$ cat config.mk
export PLATFORM = sky130hd
export DESIGN_NAME = hazard_ctrl
export DESIGN_NICKNAME = d
export VERILOG_FILES = /design/src/rtl/hazard_pkg.sv /design/src/rtl/hazard_src_match.sv /design/src/rtl/hazard_ctrl.sv
export SDC_FILE = /design/constraint.sdc
export NUM_CORES = 1
export LEC_CHECK = 0
export BUFFER_PORTS_ARGS = -buffer_cell sky130_fd_sc_hd__buf_4
export CELL_PAD_IN_SITES_DETAIL_PLACEMENT = 0
export CELL_PAD_IN_SITES_GLOBAL_PLACEMENT = 1
export CORE_UTILIZATION = 40
export CTS_BUF_LIST = sky130_fd_sc_hd__clkbuf_2 sky130_fd_sc_hd__clkbuf_4 sky130_fd_sc_hd__clkbuf_8
export DETAILED_ROUTE_END_ITERATION = 8
export PLACE_DENSITY = 0.86
export REMOVE_ABC_BUFFERS = 1
export SYNTH_ARGS = -nofsm -noshare
export SYNTH_HDL_FRONTEND = slang
export SYNTH_SLANG_ARGS = --single-unit
$ cat constraint.sdc
create_clock -name clk -period 2.85 [get_ports clk]
set_input_delay 0.4275 -clock clk [delete_from_list [all_inputs] [get_ports clk]]
set_output_delay 0.4275 -clock clk [all_outputs]
set_load 0.01 [all_outputs]
$ cat src/rtl/hazard_pkg.sv
// hazard_pkg: shared definitions for the pipeline hazard controller.
//   - forwarding select encodings (EX operand mux)
//   - flush bit positions (IF_ID, ID_EX, EX_MEM)
//   - shadow-pipeline entry struct {valid, rd, regwrite, memread}
//   - flush_mask(): which pipeline registers a redirect clears
package hazard_pkg;

    // Widest register index the shadow entry can carry; narrower indices are
    // zero-extended into it.
    localparam int RIDX_MAX = 8;

    typedef enum logic [1:0] {
        FWD_RF    = 2'b00,  // register file (also covers a WB producer: write-through RF)
        FWD_EXMEM = 2'b01,  // EX_MEM alu result
        FWD_MEMWB = 2'b10,  // MEM_WB write data
        FWD_RSVD  = 2'b11
    } fwd_sel_e;

    localparam int FLUSH_IFID  = 0;
    localparam int FLUSH_IDEX  = 1;
    localparam int FLUSH_EXMEM = 2;

    typedef struct packed {
        logic                valid;
        logic [RIDX_MAX-1:0] rd;
        logic                regwrite;
        logic                memread;
    } shadow_t;

    localparam shadow_t SHADOW_EMPTY = '0;

    // A redirect resolved in stage N (1=ID, 2=EX, 3=MEM) kills everything
    // younger than the resolving instruction: flush bits [N-1:0].
    function automatic logic [2:0] flush_mask(input int resolve_stage);
        logic [2:0] m;
        m = '0;
        for (int i = 0; i < 3; i++) m[i] = (i < resolve_stage);
        return m;
    endfunction

endpackage

$ cat src/rtl/hazard_src_match.sv
// hazard_src_match: producer match for one source-operand port.
//   rs, rs_used      : source index of the ID instruction and whether it is read
//   ex_ent, mem_ent  : shadow entries currently in EX and MEM
//   ex_hit, mem_hit  : a live producer of rs sits in that stage
//   load_use_hit     : the EX producer is a load (its data is not ready yet)
// x0 never matches: it is hardwired zero, so a write to it produces nothing.
module hazard_src_match
    import hazard_pkg::*;
#(
    parameter int RIDX_W = 5
) (
    input  logic [RIDX_W-1:0] rs,
    input  logic              rs_used,
    input  shadow_t           ex_ent,
    input  shadow_t           mem_ent,
    output logic              ex_hit,
    output logic              mem_hit,
    output logic              load_use_hit
);

    logic [RIDX_MAX-1:0] rs_ext;
    logic                rs_live;

    always_comb begin
        rs_ext             = '0;
        rs_ext[RIDX_W-1:0] = rs;
    end

    assign rs_live      = rs_used && (rs != '0);
    assign ex_hit       = rs_live && ex_ent.valid  && ex_ent.regwrite  && (ex_ent.rd  == rs_ext);
    assign mem_hit      = rs_live && mem_ent.valid && mem_ent.regwrite && (mem_ent.rd == rs_ext);
    assign load_use_hit = ex_hit && ex_ent.memread;

    // A load already in MEM has its data by the time the consumer reaches EX.
    logic unused_mem_memread;
    assign unused_mem_memread = mem_ent.memread;

endmodule

$ cat src/rtl/hazard_ctrl.sv
// hazard_ctrl: hazard controller for the five-stage pipeline.
// Keeps a shadow copy of the destination-register state of EX, MEM and WB and
// from it derives forwarding selects, load-use stalls, redirect flushes and a
// freeze while data memory is busy. Also counts stall and flush events.
//   clk, reset (async, active-low)
//   id_*          : the instruction currently in ID
//   redirect      : taken branch/jump resolved in RESOLVE_STAGE this cycle
//   mem_busy      : data memory not ready, whole pipeline holds
//   freeze        : hold every pipeline register and the PC
//   stall_front   : hold PC and IF_ID, ID_EX loads a bubble
//   flush[2:0]    : clear IF_ID / ID_EX / EX_MEM
//   fwd_sel       : per-port EX operand select, 2 bits per port (registered)
//   perf_stall    : saturating count of load-use bubble cycles
//   perf_flush    : saturating count of accepted redirects
module hazard_ctrl
    import hazard_pkg::*;
#(
    parameter int RIDX_W        = 5,
    parameter int NPORTS        = 2,
    parameter int RESOLVE_STAGE = 2,
    parameter int CNT_W         = 16
) (
    input  logic                     clk,
    input  logic                     reset,
    input  logic                     id_valid,
    input  logic [NPORTS*RIDX_W-1:0] id_rs,
    input  logic [NPORTS-1:0]        id_rs_used,
    input  logic [RIDX_W-1:0]        id_rd,
    input  logic                     id_regwrite,
    input  logic                     id_memread,
    input  logic                     redirect,
    input  logic                     mem_busy,
    output logic                     freeze,
    output logic                     stall_front,
    output logic [2:0]               flush,
    output logic [NPORTS*2-1:0]      fwd_sel,
    output logic [CNT_W-1:0]         perf_stall,
    output logic [CNT_W-1:0]         perf_flush
);

    localparam logic [2:0] FLUSH_MASK = flush_mask(RESOLVE_STAGE);

    shadow_t             ex_q, mem_q, wb_q;
    shadow_t             id_ent;
    logic [NPORTS-1:0]   ex_hit, mem_hit, lu_hit;
    logic [NPORTS*2-1:0] fwd_d;
    logic                load_use;
    logic                redirect_go;
    logic                bubble_ex;

    for (genvar p = 0; p < NPORTS; p++) begin : g_port
        hazard_src_match #(.RIDX_W(RIDX_W)) u_match (
            .rs           (id_rs[p*RIDX_W +: RIDX_W]),
            .rs_used      (id_rs_used[p]),
            .ex_ent       (ex_q),
            .mem_ent      (mem_q),
            .ex_hit       (ex_hit[p]),
            .mem_hit      (mem_hit[p]),
            .load_use_hit (lu_hit[p])
        );
    end

    // NOTE: every variable in a combinational block gets a default before any
    // conditional assignment; a path that leaves it unassigned infers a latch.
    always_comb begin
        fwd_d = '0;
        if (id_valid) begin
            for (int p = 0; p < NPORTS; p++) begin
                // EX is the youngest producer, so it wins over MEM.
                if (ex_hit[p])       fwd_d[2*p +: 2] = FWD_EXMEM;
                else if (mem_hit[p]) fwd_d[2*p +: 2] = FWD_MEMWB;
            end
        end
    end

    always_comb begin
        id_ent                 = SHADOW_EMPTY;
        id_ent.valid           = id_valid;
        id_ent.rd[RIDX_W-1:0]  = id_rd;
        id_ent.regwrite        = id_regwrite;
        id_ent.memread         = id_memread;
    end

    assign load_use = id_valid && (|lu_hit);

    // Priority: mem_busy > redirect > load-use. Outputs are forced low while
    // reset is held so the datapath sees an idle controller immediately.
    assign freeze      = reset && mem_busy;
    assign redirect_go = reset && redirect && !mem_busy;
    assign flush       = redirect_go ? FLUSH_MASK : 3'b000;
    assign stall_front = reset && !mem_busy && !redirect && load_use;
    assign bubble_ex   = stall_front || flush[FLUSH_IDEX];

    // NOTE: sequential state uses non-blocking assignments so every register
    // samples the pre-edge values; blocking here would chain stages in one edge.
    // NOTE: only the valid bits matter after reset, but the whole shadow is
    // cleared so nothing downstream ever sees X in rd/regwrite/memread.
    always_ff @(posedge clk or negedge reset) begin
        if (!reset) begin
            ex_q    <= SHADOW_EMPTY;
            mem_q   <= SHADOW_EMPTY;
            wb_q    <= SHADOW_EMPTY;
            fwd_sel <= '0;
        end else if (!mem_busy) begin
            wb_q    <= mem_q;
            mem_q   <= flush[FLUSH_EXMEM] ? SHADOW_EMPTY : ex_q;
            ex_q    <= bubble_ex ? SHADOW_EMPTY : id_ent;
            fwd_sel <= bubble_ex ? '0 : fwd_d;
        end
    end

    always_ff @(posedge clk or negedge reset) begin
        if (!reset) begin
            perf_stall <= '0;
            perf_flush <= '0;
        end else begin
            if (stall_front && (perf_stall != {CNT_W{1'b1}})) perf_stall <= perf_stall + 1'b1;
            if (redirect_go && (perf_flush != {CNT_W{1'b1}})) perf_flush <= perf_flush + 1'b1;
        end
    end

    // WB is tracked for completeness of the shadow pipeline; a WB producer is
    // served by the write-through register file, so nothing reads it.
    logic unused_wb;
    assign unused_wb = ^wb_q;

endmodule

Word-level counts from Yosys, hierarchy flattened:

Index checks and enable logic that the tools add are counted.

* word-level logic and storage cells: 58
* register bits after elaboration: 57
* input bits: 24

* add/sub/neg operators: 2
* muxes and demuxes: 9
* equality and inequality tests: 6
* reduce and logical (&&, ||, !) cells: 31

Operator list (count)
* 16-bit by 1-bit adder with 16-bit output, second input constant: 2
* 8-bit by 5-bit == test with 1-bit output: 4
* 16-bit inequality test, second input constant: 2
* 1-bit logical AND: 25
* 11-bit 2-to-1 mux: 2
* 2-bit 2-to-1 mux: 5
* 5-bit nonzero test: 2
* 4-bit 2-to-1 mux: 2
* 1-bit zero test: 2
* 2-bit OR reduction: 1
* 1-bit logical OR: 1

Longest topological paths before layout:

Gate-level depths: netlist (run 1).

* depth after elaboration: 11
* depth in mapped cells: 8
* mapped depth without buffers: 7

Hierarchy:

Synthesis (run 1) repeated with hierarchy kept, for this count alone.

* cell total of the unflattened synthesis: 254
* area total of the unflattened synthesis: 2756.4 um^2

Modules (own cells, without submodules)
* hazard_ctrl: cells each 206, times used 1, area each 2401.1 um^2
* hazard_src_match: cells each 24, times used 2, area each 177.7 um^2

Worst setup path before layout (run 1):

OpenSTA, ideal clock, no wires.

* path type: input-to-reg
* start: input port id_rs[6]
* end: register perf_stall[4]
* arrival: 1895 ps
* slack: 828 ps
* setup time: 127 ps
* buffers on the path: 1
* stages: 7
* cells stage by stage: xnor2_1 > nand4_1 > or4_4 > a211oi_2 > buf_4 > nand4_1 > xnor2_1

* cells in the longest elaborated chain, start to end: 10
* elaborated cells between the ends (all ways): 11
* classes of those cells: eq/ne (1); reduce/logical (10)

Ends and longest elaborated chain
* start: declaration: line hazard_ctrl.sv:26 `input logic [NPORTS*RIDX_W-1:0] id_rs,`
* 5-bit nonzero test: line hazard_src_match.sv:29 `assign rs_live = rs_used && (rs != '0);`
* 1-bit logical AND: line hazard_src_match.sv:29
* 1-bit logical AND (2 in a row): line hazard_src_match.sv:30 `assign ex_hit = rs_live && ex_ent.valid && ex_ent.regwrite && (ex_ent.rd == rs_ext);`
* 1-bit logical AND *: line hazard_src_match.sv:30
* 1-bit logical AND *: line hazard_src_match.sv:32 `assign load_use_hit = ex_hit && ex_ent.memread;`
* 2-bit OR reduction *: line hazard_ctrl.sv:84 `assign load_use = id_valid && (|lu_hit);`
* 1-bit logical AND *: line hazard_ctrl.sv:84
* 1-bit logical AND *: line hazard_ctrl.sv:91 `assign stall_front = reset && !mem_busy && !redirect && load_use;`
* 1-bit logical AND *: line hazard_ctrl.sv:117 `if (stall_front && (perf_stall != {CNT_W{1'b1}})) perf_stall <= perf_stall + 1'b1;`
* end signal: assignment: line hazard_ctrl.sv:117
* end: declaration: line hazard_ctrl.sv:37 `output logic [CNT_W-1:0] perf_stall,`

Every way passes the cells marked *; elsewhere a longest branch is shown, timed or not.
A chain may end at the register's enable or synchronous reset.

Worst setup path after layout (run 1):

* start: register ex_q[5] in the netlist's numbering
* end: output port stall_front

* cells in the longest elaborated chain, start to end: 6
* elaborated cells between the ends (all ways): 9
* classes of those cells: eq/ne (2); reduce/logical (7)

Ends and longest elaborated chain
* start: declaration: line hazard_ctrl.sv:43 `shadow_t ex_q, mem_q, wb_q;`
* start signal: assignment: line hazard_ctrl.sv:107 `ex_q <= bubble_ex ? SHADOW_EMPTY : id_ent;`
* 8-bit by 5-bit == test with 1-bit output: line hazard_src_match.sv:30
* 1-bit logical AND: line hazard_src_match.sv:30
* 1-bit logical AND: line hazard_src_match.sv:32
* 2-bit OR reduction *: line hazard_ctrl.sv:84
* 1-bit logical AND *: line hazard_ctrl.sv:84
* 1-bit logical AND *: line hazard_ctrl.sv:91
* end: declaration: line hazard_ctrl.sv:34 `output logic stall_front,`

Marks and branches as above.

==> metrics, run 1 <==
CP startpoint ex_q[5]; Finish-stage setup viols 0; Synth Flop Type dfrtp_1; DRT Pass-1 Iters 4; FF-to-FF End perf_stall[1]; crit path buf inv count 1; register clock-pin slew on the reported worst setup and hold paths 0.09 ns; Post-CTS Setup Inserts 0; fillers 544; DPL Wire Length 3830 um; Critical Path Max Stage Delay 0.45 ns; Critical Path Stages 5; Synth cell types 35; outcome finished, final reports clean; critical path startpoint category flip-flop; Post-DRT Antenna Nets 0; area grow syn2layout 26.2%; Reg area 0.00128 mm^2; Critical Path End Type output port; crit share post-route 86.7%; total gr overflow 0; Final TNS setup 0 ns; fmax 405 MHz; Area contributors post-synth dfrtp_1, xnor2_1, xor2_1; Post-synth EDFFs 0; Vias 1956; #FFs+latches synth 51; Mapped Area 0.00252 mm^2; Lkg Pwr 1.49 nW; Layout Nets 323; Multi-input gate area 0.00119 mm^2; CTS tree built; CTS H-tree depth 2; drt initial violations 124; CTS max path bufs 2; global-route usage over all layers 17.6%; Ports 65; PD cells 519 mW/mm^2; critical-path cell list xor2_1 > nor4_1 > nand4_1 > a21oi_2 > buf_4; Top delay family on crit path simple AND/OR/NAND/NOR gates; n_diodes 0; Slowest cell on crit path dfrtp_1; Ys Warns 0; RSZ-0062 raised after global routing false; number of remaining DRC errors 0; # hold bufs at CTS 0; Synth top cells by count dfrtp_1, xnor2_1, nand2_1, xor2_1, nand4_1; antenna violations before repair 0; clock skew 0.00575 ns; GP Congestion 0.795; Die Span Y 81.4 um; Die W 81.4 um; layout cells sized above 1 29.2%; Crit path arrival time 2.04 ns; clock sinks 51; Worst EP required 2.42 ns; Synth area leader dfrtp_1; largest net degree at the start of global routing 54; count of cells resized by post-cts repair 0; Yosys top cell area share 50.6%; Routed wire per std cell 14.1 um; Root Buffer clkbuf_8; fin. max-slew vios 0; # port buffers 63; Cells after Synth 232; synthesized area per cell 10.9 um^2; worst-path maximum fanout 5; R2R cell count 6; first-pass GRT wire length 8910 um; Inserted Clock Buffers 5; Worst VDD drop 0.000446 V; WL final 5240 um; num rows 28; Setup crit end stall_front; vias per std cell 5.24; PnR Total Power 0.00165 W; cell with the most instances after synthesis dfrtp_1; ys async rst share 100%; Setup WS pre-CTS 0.541 ns; final core utilization 53.2%; die area 0.00663 mm^2; final setup margin 0.380 ns; reg-to-reg startpoint ex_q[5]; Slew Limit Headroom 56.5%; post-layout min period 2.47 ns; sequential element share of the synthesized area 50.6%; Hold Path Class input pin to asynchronous set/reset pin; max cap viols 0; core area 0.00599 mm^2; WS Path Type flip-flop to output port; Clock Latency Late Sink 0.30 ns; vias in the first global route 1961; reg2reg setup slack 0.62 ns; Initial Utilization 42.1%; Fin. Hold Viols 0; worst slew pin tran 0.653 ns
[placed cells by master (no fill, tap or decap), types with 2 or more instances in the layout]
master	instances
xnor2_1	28
dfrtp_1	51
ha_1	2
nor4_1	3
xor2_1	19
nor2_1	12
nand2_1	19
nor3_1	6
buf_4	66
nand3_1	14
a21oi_1	4
a22o_1	8
nor2b_1	3
nand4_1	16
and3_1	6
o31ai_1	4
inv_1	2
mux2_2	10
clkbuf_8	6
and4_1	2
[worst reg2reg max path: cells and delay by family (launching register included)]
| kind | cells | cell delay [ns] |
|---|---|---|
| AO/OA/AOI/OAI | 1 | 0.26 |
| XOR/XNOR | 1 | 0.20 |
| buffers and inverters | 1 | 0.21 |
| flip-flops | 1 | 0.45 |
| multiplexers | 1 | 0.34 |
| AND/OR/NAND/NOR | 2 | 0.65 |
[state kept, by name (all words and copies together) (netlist names)]
name / flops
perf_flush: 16
ex_q: 8
perf_stall: 16
mem_q: 7
fwd_sel: 4
[metrics by stage]
step           hold slack, ns  instance area [um^2]  std cells
5_1_grt                 0.303                  3180        373
6_report                0.241                  3180        373
3_3_place_gp            0.470                  3070        365
2_1_floorplan           0.132                  2480        224
4_1_cts                 0.282                  3180        373
3_5_place_dp            0.477                  3070        365
[worst min-delay path by stage]
stage / end / start / cells past startpoint
after floorplan: ex_q[0] / reset / 0
after global placement: fwd_sel[1] / fwd_sel[1] / 2
after detailed placement: fwd_sel[2] / fwd_sel[2] / 2
after CTS: perf_flush[1] / reset / 2
after global routing: perf_flush[4] / reset / 2
final: perf_flush[1] / reset / 2
[power by group]
part / total (W) / switching [W] / internal [W]
Combinational: 0.000272 / 0.000124 / 0.000148
Sequential: 0.000860 / 0.0000752 / 0.000784
Clock: 0.000521 / 0.000237 / 0.000284
Total: 0.00165 / 0.000436 / 0.00122
[routing by layer]
metal / track usage, % / vias up / share of wire (%)
met3: 4.89 / 8 / 5.7
li1: - / 959 / -
met4: 5.54 / 0 / 1.1
met2: 28.0 / 44 / 47
met1: 23.3 / 945 / 47
met5: 0 / - / 0
[layout make-up]
type	count	share of cell area, %
clock buffer	6	2.59
multi-input combinational	171	37.5
timing repair buffer	66	15.6
tap	75	2.95
clock inverter	2	1.10
sequential	51	40.1
inverter	2	0.236
[logic make-up (layout without fill, tap and decap cells)]
| logic type | Yosys count | count (layout) | synth area share, % |
|---|---|---|---|
| XOR/XNOR | 47 | 47 | 16.3 |
| other | 1 | 1 | 0.149 |
| flip-flops | 51 | 51 | 50.6 |
| multiplexers | 10 | 10 | 4.46 |
| buffers and inverters | 10 | 76 | 2.08 |
| adder cells (fa/ha/maj) | 2 | 2 | 0.992 |
| AND/OR/NAND/NOR | 88 | 88 | 18.5 |
| AO/OA/AOI/OAI | 23 | 23 | 6.89 |
No activity file was read; power rests on OpenSTA's default activity.
==> inputs of run 2 (changes only) <==
- SLEW_MARGIN: unset -> 15
- clock period: 2.85 -> 2.75 ns (I/O delays scaled with it)
==> run 2 against run 1 <==
  * Clock skew fell by 0.0018 ns
  * Core utilization rose by 0.19 points
  * Sequential cell count did not move
  * Clock-buffer cell count rose by 2
  * Critical path depth rose by 1
  * Clock power fell by 8.8%
  * Cell area rose by 0.35%
  * Setup slack got worse by 0.15 ns
  * Die area did not move
  * Sequential share of layout area fell by 0.14 points
  * Via count rose by 0.72%
  * Total power fell by 0.22%
  * Critical endpoint unchanged
==> metrics, run 2 (same netlist as run 1, synthesis figures left out) <==
global-route usage over all layers 17.9% (was 17.6%); WS Path Type input pin to output port (was flip-flop to output port); Lkg Pwr 1.50 nW (was 1.49 nW); Worst VDD drop 0.000443 V (was 0.000446 V); Vias 1970 (was 1956); Finish-stage setup viols 0 (unchanged); fin. max-slew vios 0 (unchanged); clock skew 0.00394 ns (was 0.00575 ns); CTS H-tree depth 2 (unchanged); vias per std cell 5.24 (about the same); clock sinks 51 (unchanged); die area 0.00663 mm^2 (unchanged); layout cells sized above 1 29.6% (was 29.2%); PD cells 516 mW/mm^2 (was 519 mW/mm^2); Critical Path End Type output port (unchanged); WL final 5260 um (was 5240 um); area grow syn2layout 26.7% (was 26.2%); Initial Utilization 42.1% (unchanged); GP Congestion 0.789 (was 0.795); total gr overflow 0 (unchanged); worst slew pin tran 0.507 ns (was 0.653 ns); count of cells resized by post-cts repair 0 (unchanged); most frequent cells in the layout buf_4, dfrtp_1, xnor2_1 (unchanged); outcome finished, final reports clean (unchanged); Post-DRT Antenna Nets 0 (unchanged); largest net degree at the start of global routing 35 (was 54); n_diodes 0 (unchanged); Setup WS pre-CTS 0.471 ns (was 0.541 ns); DRT Pass-1 Iters 4 (unchanged); Root Buffer clkbuf_8 (unchanged); num rows 28 (unchanged); max cap viols 0 (unchanged); Die Span Y 81.4 um (unchanged); critical path startpoint category input pin (was flip-flop); RSZ-0062 raised after global routing false (unchanged); antenna violations before repair 0 (unchanged); Die W 81.4 um (unchanged); Slew Limit Headroom 65.9% (was 56.5%); register clock-pin slew on the reported worst setup and hold paths 0.09 ns (about the same); # port buffers 63 (unchanged); Hold Path Class input pin to flip-flop (was input pin to asynchronous set/reset pin); CTS tree built (unchanged); Crit path arrival time 2.11 ns (was 2.04 ns); Final TNS setup 0 ns (unchanged); core area 0.00599 mm^2 (unchanged); DPL Wire Length 3880 um (was 3830 um); fmax 397 MHz; Layout Nets 326 (was 323); Inserted Clock Buffers 5 (unchanged); Top Registers perf_flush: 16 flops, perf_stall: 16 flops, ex_q: 8 flops (unchanged); Routed wire per std cell 14.0 um (was 14.1 um); number of remaining DRC errors 0 (unchanged); commonest non-fill, non-tap cell in the layout buf_4 (unchanged); Clock Latency Late Sink 0.30 ns (about the same); Fin. Hold Viols 0 (unchanged); final setup margin 0.228 ns (was 0.380 ns); worst-path maximum fanout 21 (was 5); first-pass GRT wire length 9070 um (was 8910 um); vias in the first global route 1940 (was 1961); Ports 65 (unchanged); CTS max path bufs 2 (unchanged); post-layout min period 2.52 ns; crit share post-route 91.7%; drt initial violations 127 (was 124); Worst EP required 2.34 ns (was 2.42 ns)
-- run 2: changes by cell type in the layout (fill, tap and decap cells not counted) --
cell           change
bufinv_16          -1
clkbuf_4           +1
clkinv_2           -1
buf_4              +2
dlygate4sd3_1      +1
clkbuf_8           +1
-- run 2: repair_timing --
action                                  CTS  global route
setup buffers                             0             2
hold endpoints to repair                 19             0
hold buffers                              1             0
endpoints found under the setup margin    0             1
-- run 2: metal layers --
layer	vias up	global-route usage, %	share of wire, %
met4	0	5.54	1.2
met2	55	28.1	46
met1	958	24.1	47
met5	-	0	0
li1	951	-	-
met3	6	4.56	5.6
-- run 2: path summary, 6_finish.rpt --
kind	start	slack, ns	end	cells past startpoint
min in group asynchronous	reset	0.52	perf_flush[4]	2
max in group asynchronous	reset	1.53	fwd_sel[0]	3
hold / removal	id_rd[0]	0.32	ex_q[2]	2
hold reg to reg	perf_flush[9]	0.49	perf_flush[9]	1
setup / recovery	reset	0.23	stall_front	6
setup reg to reg	ex_q[4]	0.52	perf_stall[1]	6
-- run 2: power by group --
group,total (W),leakage (nW),internal (W),switching [W]
logic,0.000283,0.763,0.000155,0.000128
registers,0.000891,0.682,0.000813,0.0000780
clock network,0.000475,0.0549,0.000240,0.000235
-- run 2: worst max-delay path, stage by stage --
cell           delay, ns
dlygate4sd3_1       0.52
buf_4               0.27
nor2b_1             0.25
nand4b_1            0.23
a21oi_2             0.25
buf_4               0.16
-- run 2: area by class of cell --
class	count	area (um^2)
Fill cell	551	2800
Sequential cell	51	1280
Multi-Input combinational cell	171	1190
Timing Repair Buffer	69	520
Clock buffer	8	104
Tap cell	75	93.8
Inverter	2	7.51
-- run 2: stage by stage --
step | std cells | hold slack [ns] | power, W | cell area, um^2 | utilization, %
after CTS | 374 | 0.318 | 0.00167 | 3180 | 53.1
final | 376 | 0.324 | 0.00165 | 3200 | 53.3
after global routing | 376 | 0.317 | 0.00174 | 3200 | 53.3
after floorplan | 224 | 0.117 | 0.00104 | 2480 | -
after detailed placement | 365 | 0.309 | 0.00119 | 3070 | 51.2
after global placement | 365 | 0.306 | 0.00118 | 3070 | 51.2
==> inputs of run 3 (changes only) <==
- CORE_UTILIZATION: 40 -> 38
- clock period: 2.75 -> 2.3 ns (I/O delays scaled with it)
==> run 3 against run 2 <==
  * Clock skew increased by 0.0013 ns
  * Worst hold slack worse by 0.18 ns
  * Clock-buffer cell count is 2 lower
  * Register-to-register slack worse by 0.41 ns
  * Total power is 23% higher
  * Combinational power rose by 27%
  * Global-route usage down 1.4 points
  * Core utilization decreased by 2.3 points
  * Critical path depth fell by 1
  * Sequential share of layout area down 0.75 points
==> metrics, run 3 (same netlist as run 1, synthesis figures left out) <==
crit share post-route 96.8%; Lkg Pwr 1.53 nW (was 1.50 nW); PD cells 624 mW/mm^2 (was 516 mW/mm^2); Reg area 0.00128 mm^2 (unchanged); PnR Total Power 0.00203 W (was 0.00165 W); layout cells sized above 1 31.4% (was 29.6%); GP Congestion 0.781 (was 0.789); Root Buffer clkbuf_8 (unchanged); worst slew pin tran 0.654 ns (was 0.507 ns); first-pass GRT wire length 9270 um (was 9070 um); WS Path Type flip-flop to output port (was input pin to output port); global-route usage over all layers 16.5% (was 17.9%); vias in the first global route 1968 (was 1940); crit path buf inv count 1 (was 3); part of the power in registers 52.2% (was 54.0%); worst-path maximum fanout 4 (was 21); Clock Latency Late Sink 0.29 ns (was 0.30 ns); Worst VDD drop 0.000340 V (was 0.000443 V); Vias 1995 (was 1970); reg2reg setup slack 0.11 ns (was 0.52 ns); number of remaining DRC errors 0 (unchanged); register clock-pin slew on the reported worst setup and hold paths 0.09 ns (about the same); clock power share 30.1% (was 28.8%); critical path startpoint category flip-flop (was input pin); CTS H-tree depth 2 (unchanged); # placed instances 370 (was 365); Hold Path Class input pin to asynchronous set/reset pin (was input pin to flip-flop); # hold bufs at CTS 0 (was 1); outcome finished, final reports clean (unchanged); num rows 29 (was 28); total gr overflow 0 (unchanged); Die Span Y 83.5 um (was 81.4 um); R2R cell count 7 (was 6); drt initial violations 80 (was 127); most frequent cells in the layout buf_4, dfrtp_1, xnor2_1 (unchanged); sw power 0.000533 W (was 0.000441 W); Crit path arrival time 1.88 ns (was 2.11 ns); CTS max path bufs 2 (unchanged); largest net degree at the start of global routing 54 (was 35); commonest non-fill, non-tap cell in the layout buf_4 (unchanged); Initial Utilization 39.5% (was 42.1%); Multi-input gate area 0.00121 mm^2 (was 0.00119 mm^2); Critical Path Max Stage Delay 0.55 ns (was 0.52 ns); area grow syn2layout 29.1% (was 26.7%); clock skew 0.00519 ns (was 0.00394 ns); minimum hold slack 0.142 ns (was 0.324 ns); CTS tree built (unchanged); Post-DRT Antenna Nets 0 (unchanged); switch share 26.2% (was 26.8%); Routed wire per std cell 14.1 um (was 14.0 um); final core utilization 51.0% (was 53.3%); Int Power 0.00150 W (was 0.00121 W); RSZ-0062 raised after global routing true (was false); vias per std cell 5.21 (was 5.24); Inserted Clock Buffers 5 (unchanged); critical-path cell list xnor2_1 > nand4_1 > or4_4 > a21oi_4 > buf_4 (was dlygate4sd3_1 > buf_4 > nor2b_1 > nand4b_1 > a21oi_2 > buf_4); Top Registers perf_flush: 16 flops, perf_stall: 16 flops, ex_q: 8 flops (unchanged); Die W 83.5 um (was 81.4 um); final std cells w/o fill 383 (was 376); antenna violations before repair 0 (unchanged); core area 0.00639 mm^2 (was 0.00599 mm^2); n_diodes 0 (unchanged); clock sinks 51 (unchanged); Finish-stage setup viols 0 (unchanged); Critical Path End Type output port (unchanged); # port buffers 63 (unchanged); WL final 5390 um (was 5260 um); Slew Limit Headroom 56.4% (was 65.9%); die area 0.00697 mm^2 (was 0.00663 mm^2); combinational power share 17.7% (was 17.2%); DRT Pass-1 Iters 4 (unchanged); FF-to-FF End perf_stall[1] (unchanged); Slowest cell on crit path or4_4 (was dlygate4sd3_1); Layout Nets 332 (was 326); post-layout min period 2.23 ns; fmax 449 MHz; fillers 600 (was 551); reg-to-reg startpoint ex_q[5] (was ex_q[4]); fin. max-slew vios 0 (unchanged); max cap viols 0 (unchanged); Fin. Hold Viols 0 (unchanged); DPL Wire Length 3930 um (was 3880 um); Ports 65 (unchanged); Worst EP required 1.96 ns (was 2.34 ns); Top delay family on crit path simple AND/OR/NAND/NOR gates (was buffers and inverters)
-- run 3: layout make-up --
cell class	instances	area share (%)
flip-flops and latches	51	39.2
multi-input cells	171	37.1
repair buffers	75	17.3
well taps	77	2.96
clock buffers	6	2.34
clock inverters	1	0.922
inverters	2	0.231
-- run 3: power groups by stage --
stage	Sequential, W	Clock [W]	Combinational, W
after floorplan	0.00109	0	0.000154
after detailed placement	0.00108	0	0.000351
after global routing	0.00108	0.000674	0.000395
final	0.00106	0.000610	0.000360
after global placement	0.00108	0	0.000345
after CTS	0.00106	0.000632	0.000360
-- run 3: how the worst max path moves through the flow --
| stage | endpoint | startpoint | cells after the start |
|---|---|---|---|
| after floorplan | perf_stall[1] | ex_q[3] | 5 |
| after global placement | perf_stall[1] | id_rs[6] | 7 |
| after detailed placement | perf_stall[1] | id_rs[5] | 7 |
| after CTS | stall_front | ex_q[2] | 5 |
| after global routing | stall_front | ex_q[2] | 5 |
| final | stall_front | ex_q[2] | 5 |
-- run 3: worst register-to-register path: stages, from the launching register on --
cell	delay (ns)
dfrtp_1	0.43
xor2_1	0.19
nor4_2	0.30
nand4_1	0.23
buf_4	0.21
a211oi_2	0.17
buf_4	0.21
mux2_2	0.34
-- run 3: stage by stage --
| stage | setup WS [ns] | setup TNS (ns) | area [um^2] |
|---|---|---|---|
| finish | 0.0731 | 0 | 3260 |
| global route | -0.0222 | -0.0222 | 3260 |
| CTS | 0.00879 | 0 | 3240 |
| detailed placement | 0.0654 | 0 | 3090 |
| global placement | 0.0942 | 0 | 3090 |
| floorplan | 0.0816 | 0 | 2480 |
-- run 3: repair_timing --
action,4_1_cts,5_1_grt
pin swaps,3,3
endpoints found under the setup margin,1,9
gates resized for setup,1,1
buffers inserted,5,1
-- run 3: layer usage --
layer | vias up | global-route usage [%] | part of all wire (%)
li1 | 970 | - | -
met1 | 965 | 22.2 | 46
met2 | 56 | 27.1 | 48
met3 | 4 | 2.97 | 4.9
met4 | 0 | 5.08 | 1.1
met5 | - | 0 | 0
